===== config.mk =====
export PLATFORM = sky130hd
export DESIGN_NAME = vga_pattern_sequencer
export DESIGN_NICKNAME = d
export VERILOG_FILES = /design/src/rtl/vga_pattern_sequencer.sv
export SDC_FILE = /design/constraint.sdc
export NUM_CORES = 1
export LEC_CHECK = 0
export ABC_CLOCK_PERIOD_IN_PS = 3750
export BUFFER_PORTS_ARGS = -buffer_cell sky130_fd_sc_hd__clkbuf_2
export CORE_UTILIZATION = 55
export CTS_CLUSTER_DIAMETER = 100
export DETAILED_ROUTE_END_ITERATION = 10
export PLACE_DENSITY = 0.78
export SLEW_MARGIN = 5
export SYNTH_ARGS = -nofsm -noshare
export SYNTH_HDL_FRONTEND = slang
export SYNTH_SLANG_ARGS = --single-unit
export TNS_END_PERCENT = 30

===== constraint.sdc =====
create_clock -name clk -period 3.75 [get_ports clk]
set_clock_uncertainty 0.2 [all_clocks]
set_input_delay 0.1875 -clock clk [delete_from_list [all_inputs] [get_ports clk]]
set_output_delay 0.1875 -clock clk [all_outputs]
set_load 0.05 [all_outputs]

===== src/rtl/vga_pattern_sequencer.sv =====
// vga_pattern_sequencer
//
// Purpose: generates VGA raster timing (800x525 total, 640x480 visible by
// default) and decides which of four test patterns the downstream pattern
// mux should show. Patterns rotate automatically every FRAMES_PER_PATTERN
// frames. The user can freeze the rotation with hold and advance it by one
// pattern per frame with step_req. Every pattern change happens at a frame
// boundary, so no frame ever shows two patterns.
//
// Parameters:
//   FRAMES_PER_PATTERN  frames each pattern is shown in auto mode (1..255)
//   H_* / V_*           raster geometry. Visible, front porch, sync and back
//                       porch lengths in pixels or lines. The defaults give
//                       standard 640x480@60.
//
// Ports:
//   clk          system clock; all state updates on its rising edge
//   reset        synchronous, active-high reset
//   pix_en       pixel-rate tick; counters advance only when it is 1
//   hold         level request to freeze the pattern rotation
//   step_req     single-cycle request to advance one pattern while held
//   x, y         current pixel coordinate (registered counter values)
//   hsync        active-low horizontal sync
//   vsync        active-low vertical sync
//   video_on     1 inside the visible area
//   frame_start  one-clk pulse when the counters move to (0,0)
//   pattern_sel  selected pattern ID
//   held         1 while the rotation is frozen (HOLD or STEP)

module vga_pattern_sequencer #(
  parameter int FRAMES_PER_PATTERN = 60,
  parameter int H_VISIBLE = 640,
  parameter int H_FRONT   = 16,
  parameter int H_SYNC    = 96,
  parameter int H_BACK    = 48,
  parameter int V_VISIBLE = 480,
  parameter int V_FRONT   = 10,
  parameter int V_SYNC    = 2,
  parameter int V_BACK    = 33
) (
  input  logic       clk,
  input  logic       reset,
  input  logic       pix_en,
  input  logic       hold,
  input  logic       step_req,
  output logic [9:0] x,
  output logic [9:0] y,
  output logic       hsync,
  output logic       vsync,
  output logic       video_on,
  output logic       frame_start,
  output logic [1:0] pattern_sel,
  output logic       held
);

  localparam int H_TOTAL = H_VISIBLE + H_FRONT + H_SYNC + H_BACK;
  localparam int V_TOTAL = V_VISIBLE + V_FRONT + V_SYNC + V_BACK;

  localparam logic [9:0] H_LAST     = 10'(H_TOTAL - 1);
  localparam logic [9:0] V_LAST     = 10'(V_TOTAL - 1);
  localparam logic [9:0] H_VIS_END  = 10'(H_VISIBLE);
  localparam logic [9:0] V_VIS_END  = 10'(V_VISIBLE);
  localparam logic [9:0] HS_START   = 10'(H_VISIBLE + H_FRONT);
  localparam logic [9:0] HS_END     = 10'(H_VISIBLE + H_FRONT + H_SYNC);
  localparam logic [9:0] VS_START   = 10'(V_VISIBLE + V_FRONT);
  localparam logic [9:0] VS_END     = 10'(V_VISIBLE + V_FRONT + V_SYNC);
  localparam logic [7:0] FRAME_LAST = 8'(FRAMES_PER_PATTERN - 1);

  typedef enum logic [1:0] {
    AUTO = 2'd0,
    HOLD = 2'd1,
    STEP = 2'd2
  } state_t;

  state_t     state;
  logic [9:0] h;
  logic [9:0] v;
  logic [9:0] h_next;
  logic [9:0] v_next;
  logic [7:0] frame_cnt;
  logic       step_pending;
  logic       frame_end;

  assign x = h;
  assign y = v;

  // Next raster position. Sync and video_on are registered from this next
  // position so they stay aligned with the registered x/y.
  always_comb begin
    h_next    = h;
    v_next    = v;
    frame_end = 1'b0;
    if (pix_en) begin
      if (h == H_LAST) begin
        h_next = 10'd0;
        if (v == V_LAST) begin
          v_next    = 10'd0;
          frame_end = 1'b1;
        end else begin
          v_next = v + 10'd1;
        end
      end else begin
        h_next = h + 10'd1;
      end
    end
  end

  // Raster counters and timing outputs. Without a pix_en tick the next
  // values equal the current ones, so everything holds. frame_start is a
  // pulse and is cleared on the following clock whether or not it is a tick.
  always_ff @(posedge clk) begin
    if (reset) begin
      h           <= 10'd0;
      v           <= 10'd0;
      hsync       <= 1'b1;
      vsync       <= 1'b1;
      video_on    <= 1'b1;
      frame_start <= 1'b0;
    end else begin
      h           <= h_next;
      v           <= v_next;
      hsync       <= !((h_next >= HS_START) && (h_next < HS_END));
      vsync       <= !((v_next >= VS_START) && (v_next < VS_END));
      video_on    <= (h_next < H_VIS_END) && (v_next < V_VIS_END);
      frame_start <= frame_end;
    end
  end

  // Pattern rotation FSM. Mode and pattern changes are applied only on the
  // frame_end tick. Between frame ends, only the step request latch moves.
  // While held, one pending flag is kept, so extra step pulses in the same
  // frame collapse into a single step. Dropping hold wins over a pending
  // step. The AUTO frame count compares with >= so an out-of-range count
  // still wraps.
  always_ff @(posedge clk) begin
    if (reset) begin
      state        <= AUTO;
      frame_cnt    <= 8'd0;
      pattern_sel  <= 2'd0;
      step_pending <= 1'b0;
      held         <= 1'b0;
    end else if (frame_end) begin
      unique case (state)
        AUTO: begin
          if (hold) begin
            state     <= HOLD;
            held      <= 1'b1;
            frame_cnt <= 8'd0;
          end else if (frame_cnt >= FRAME_LAST) begin
            frame_cnt   <= 8'd0;
            pattern_sel <= pattern_sel + 2'd1;
          end else begin
            frame_cnt <= frame_cnt + 8'd1;
          end
        end
        HOLD: begin
          if (!hold) begin
            state        <= AUTO;
            held         <= 1'b0;
            frame_cnt    <= 8'd0;
            step_pending <= 1'b0;
          end else if (step_pending) begin
            state        <= STEP;
            pattern_sel  <= pattern_sel + 2'd1;
            step_pending <= 1'b0;
          end else begin
            step_pending <= step_req;
          end
        end
        STEP: begin
          frame_cnt <= 8'd0;
          if (hold) begin
            state <= HOLD;
          end else begin
            state <= AUTO;
            held  <= 1'b0;
          end
        end
        default: begin
          state        <= AUTO;
          held         <= 1'b0;
          frame_cnt    <= 8'd0;
          step_pending <= 1'b0;
        end
      endcase
    end else if ((state == HOLD) && step_req) begin
      step_pending <= 1'b1;
    end
  end

endmodule


==> impl_metrics.tcl <==
set metrics [dict create \
    max_stage_delay_ns 0.44 \
    die_y_um 61.92 \
    dpl_cell_area_um2 2140 \
    cp_max_fo 9 \
    totalWireLength_um 3987 \
    outcome "completed" \
    die_x_um 61.92 \
    start_util_pct 58.25 \
    hp-class "in -> reg" \
    dr_total_vias 1693 \
    drc 0 \
    cts_max_level 2 \
    startpoint_type "flip-flop" \
    synthCells 227 \
    place.gp.congestion 0.9140 \
    detail_route.vias_per_cell 5.606 \
    cp.arrival_ns 2.43 \
    drt-pass1-iter-count 4 \
    setup_ws_ns 1.424 \
    grt_pass1_vias 1467 \
    period_minus_slack_ns 2.326 \
    slew_headroom_pct 56.84 \
    ioPinCount 32 \
    power_frac_comb_pct 4.2 \
    p_sw_mw 0.1681 \
    port_buffers 31 \
    post_synth.cell_area_avg_um2 8.698 \
    final_util_pct 65.85 \
    final.period_utilization_pct 62.03 \
    cts_sinks 38 \
    fin_nets 268 \
    required_ns 3.85 \
    clock_latency_ns 0.36 \
    r2r_slack_ns 1.42 \
    dpl_worst_slack_ns 1.443 \
    synth_area_um2 1974 \
    hpwl_um 2913 \
    end_kind "flip-flop" \
    cts_made_buffers 5 \
    max_freq_mhz 429.9 \
    crit_chain "ha_1 -> nor4b_2 -> and3_1 -> nand4_1 -> o21ba_2 -> nor2_1" \
    track_usage_pct 23.86 \
    grt_pass1_wl_um 6582 \
    power_density_nw_per_um2 323.5 \
    crit_type "reg -> reg" \
    grt_setup_unrepaired "false" \
    ys_types 51 \
    antenna_left 0 \
    overflow 0 \
    hold_slack_ns 0.04742 \
    synth-seq-cells 38 \
    clkPwrFrac_pct 39.2 \
    design_area_um2 2232 \
    die-area_um2 3833 \
    finalSetupViolCount 0 \
    ys_seq_area_share_pct 38.53 \
    p_leak_nw 0.8811 \
    coreArea_um2 3390 \
    pwr-share-seq_pct 56.6 \
    final_layout_size_suffix_gt1_share_pct 18.75 \
    final_cell_mix "dfxtp_1, clkbuf_2, nor2_1" \
    critPathSlowestCell "and3_1" \
    antenna_found_initial 0 \
    rows 21 \
    synth-edff-count 0 \
    drt_iter0_markers 77 \
    final_hold_viol_count 0 \
    switching_share_pct 23.27 \
    synth_nets 240 \
    grt_max_degree 32 \
    maxCapViolations 0 \
    async_flop_share_pct 0 \
    cts_tree "built" \
    path_clk_slew_ns 0.11 \
    worstMarginPinSlew_ns 0.6473 \
    cts.path.max_buffers 2 \
    synth_ff_type "dfxtp_1" \
    antenna_cells 0 \
    area.growth.synth_to_final_pct 13.05 \
    yosysWarnings 0 \
    maxSlewViolCount 0 \
    routedWlPerCell_um 13.20 \
    internal-power_mw 0.5542 \
    post_cts_buffers 0 \
    setup_tns_ns 0 \
    ir_drop_mv 0.2734 \
    layout_commonest_cell "dfxtp_1" \
    clockRootBuffer "clkbuf_4" \
]
per-layer routing:
layer	track usage [%]	wire length [µm]
met1	31.97	1974
met4	9.524	61
met3	5.797	186
met2	37.02	1764
met5	0	0
metrics by stage:
stage                     power [mW]  instances
after floorplan               0.4396        227
after global placement        0.4467        293
after detailed placement      0.4473        293
after CTS                     0.7274        302
after global routing          0.7472        302
final                         0.7222        302
Yosys cell counts (2+ instances only):
| master | number | area share (%) |
|---|---|---|
| a21o_1 | 2 | 0.76 |
| a21oi_1 | 8 | 2.0 |
| a31oi_1 | 3 | 0.95 |
| and2_1 | 2 | 0.63 |
| and3_1 | 2 | 0.63 |
| buf_2 | 2 | 0.51 |
| buf_4 | 2 | 0.76 |
| clkbuf_1 | 8 | 1.5 |
| dfxtp_1 | 38 | 39 |
| ha_1 | 8 | 5.1 |
| inv_1 | 6 | 1.1 |
| mux2i_1 | 3 | 1.5 |
| nand2_1 | 20 | 3.8 |
| nand2b_1 | 3 | 0.95 |
| nand3_1 | 7 | 1.8 |
| nand4_1 | 7 | 2.2 |
| nor2_1 | 26 | 4.9 |
| nor3_1 | 14 | 3.5 |
| nor3_2 | 2 | 1.0 |
| nor3b_1 | 3 | 1.1 |
| nor4_1 | 2 | 0.63 |
| o21ai_0 | 7 | 1.8 |
| o31a_1 | 2 | 0.89 |
| or3_1 | 3 | 0.95 |
| or4_1 | 2 | 0.76 |
| xnor2_1 | 11 | 4.9 |
| xor2_1 | 10 | 4.4 |
worst max-delay path, delay by kind of cell (launching register included):
kind / cells / cell delay (ns)
adder cells (fa/ha/maj): 1 / 0.33
AO/OA/AOI/OAI: 1 / 0.23
flip-flops: 1 / 0.42
AND/OR/NAND/NOR: 4 / 1.10
logic make-up (layout without fill, tap and decap cells):
kind of cell	Yosys count	in the layout	synth area share, %
buffers and inverters	18	47	3.929
AOI/OAI and AO/OA	35	35	11.98
DFF	38	38	38.53
adders and majority gates	8	8	5.070
xor gates and xnor gates	21	21	9.315
muxes	3	3	1.521
and+or+nand+nor	104	104	29.66
state kept, by name, summed over array words and instances (netlist names):
signal	count
frame_cnt	8
frame_start	1
held	1
hsync	1
pattern_sel	2
state	2
step_pending	1
video_on	1
vsync	1
x	10
y	10
power by group through the flow:
stage / Sequential, mW / Combinational [mW] / Clock (mW)
global route: 0.410 / 0.0332 / 0.304
CTS: 0.409 / 0.0301 / 0.288
floorplan: 0.426 / 0.0138 / 0
finish: 0.409 / 0.0301 / 0.283
detailed placement: 0.418 / 0.0292 / 0
global placement: 0.418 / 0.0289 / 0
final timing paths:
path,endpoint,cells after the start,startpoint
hold reg to reg,frame_cnt[7],1,frame_cnt[7]
setup / recovery,frame_cnt[5],6,x[0]
hold / removal,x[0],3,pix_en
setup reg to reg,frame_cnt[5],6,x[0]
what timing repair did:
action	CTS	global route
hold buffers	1	0
endpoints found under the hold margin	1	0
resized for setup	0	0
final cells by class:
| type | count | area [µm²] |
|---|---|---|
| tap | 46 | 57.56 |
| inverter | 6 | 22.52 |
| timing repair buffer | 33 | 172.7 |
| fill | 308 | 1157 |
| sequential | 38 | 760.7 |
| multi-input combinational | 171 | 1136 |
| clock buffer | 5 | 37.54 |
| clock inverter | 3 | 45.04 |
No activity file was read; power rests on OpenSTA's default activity.
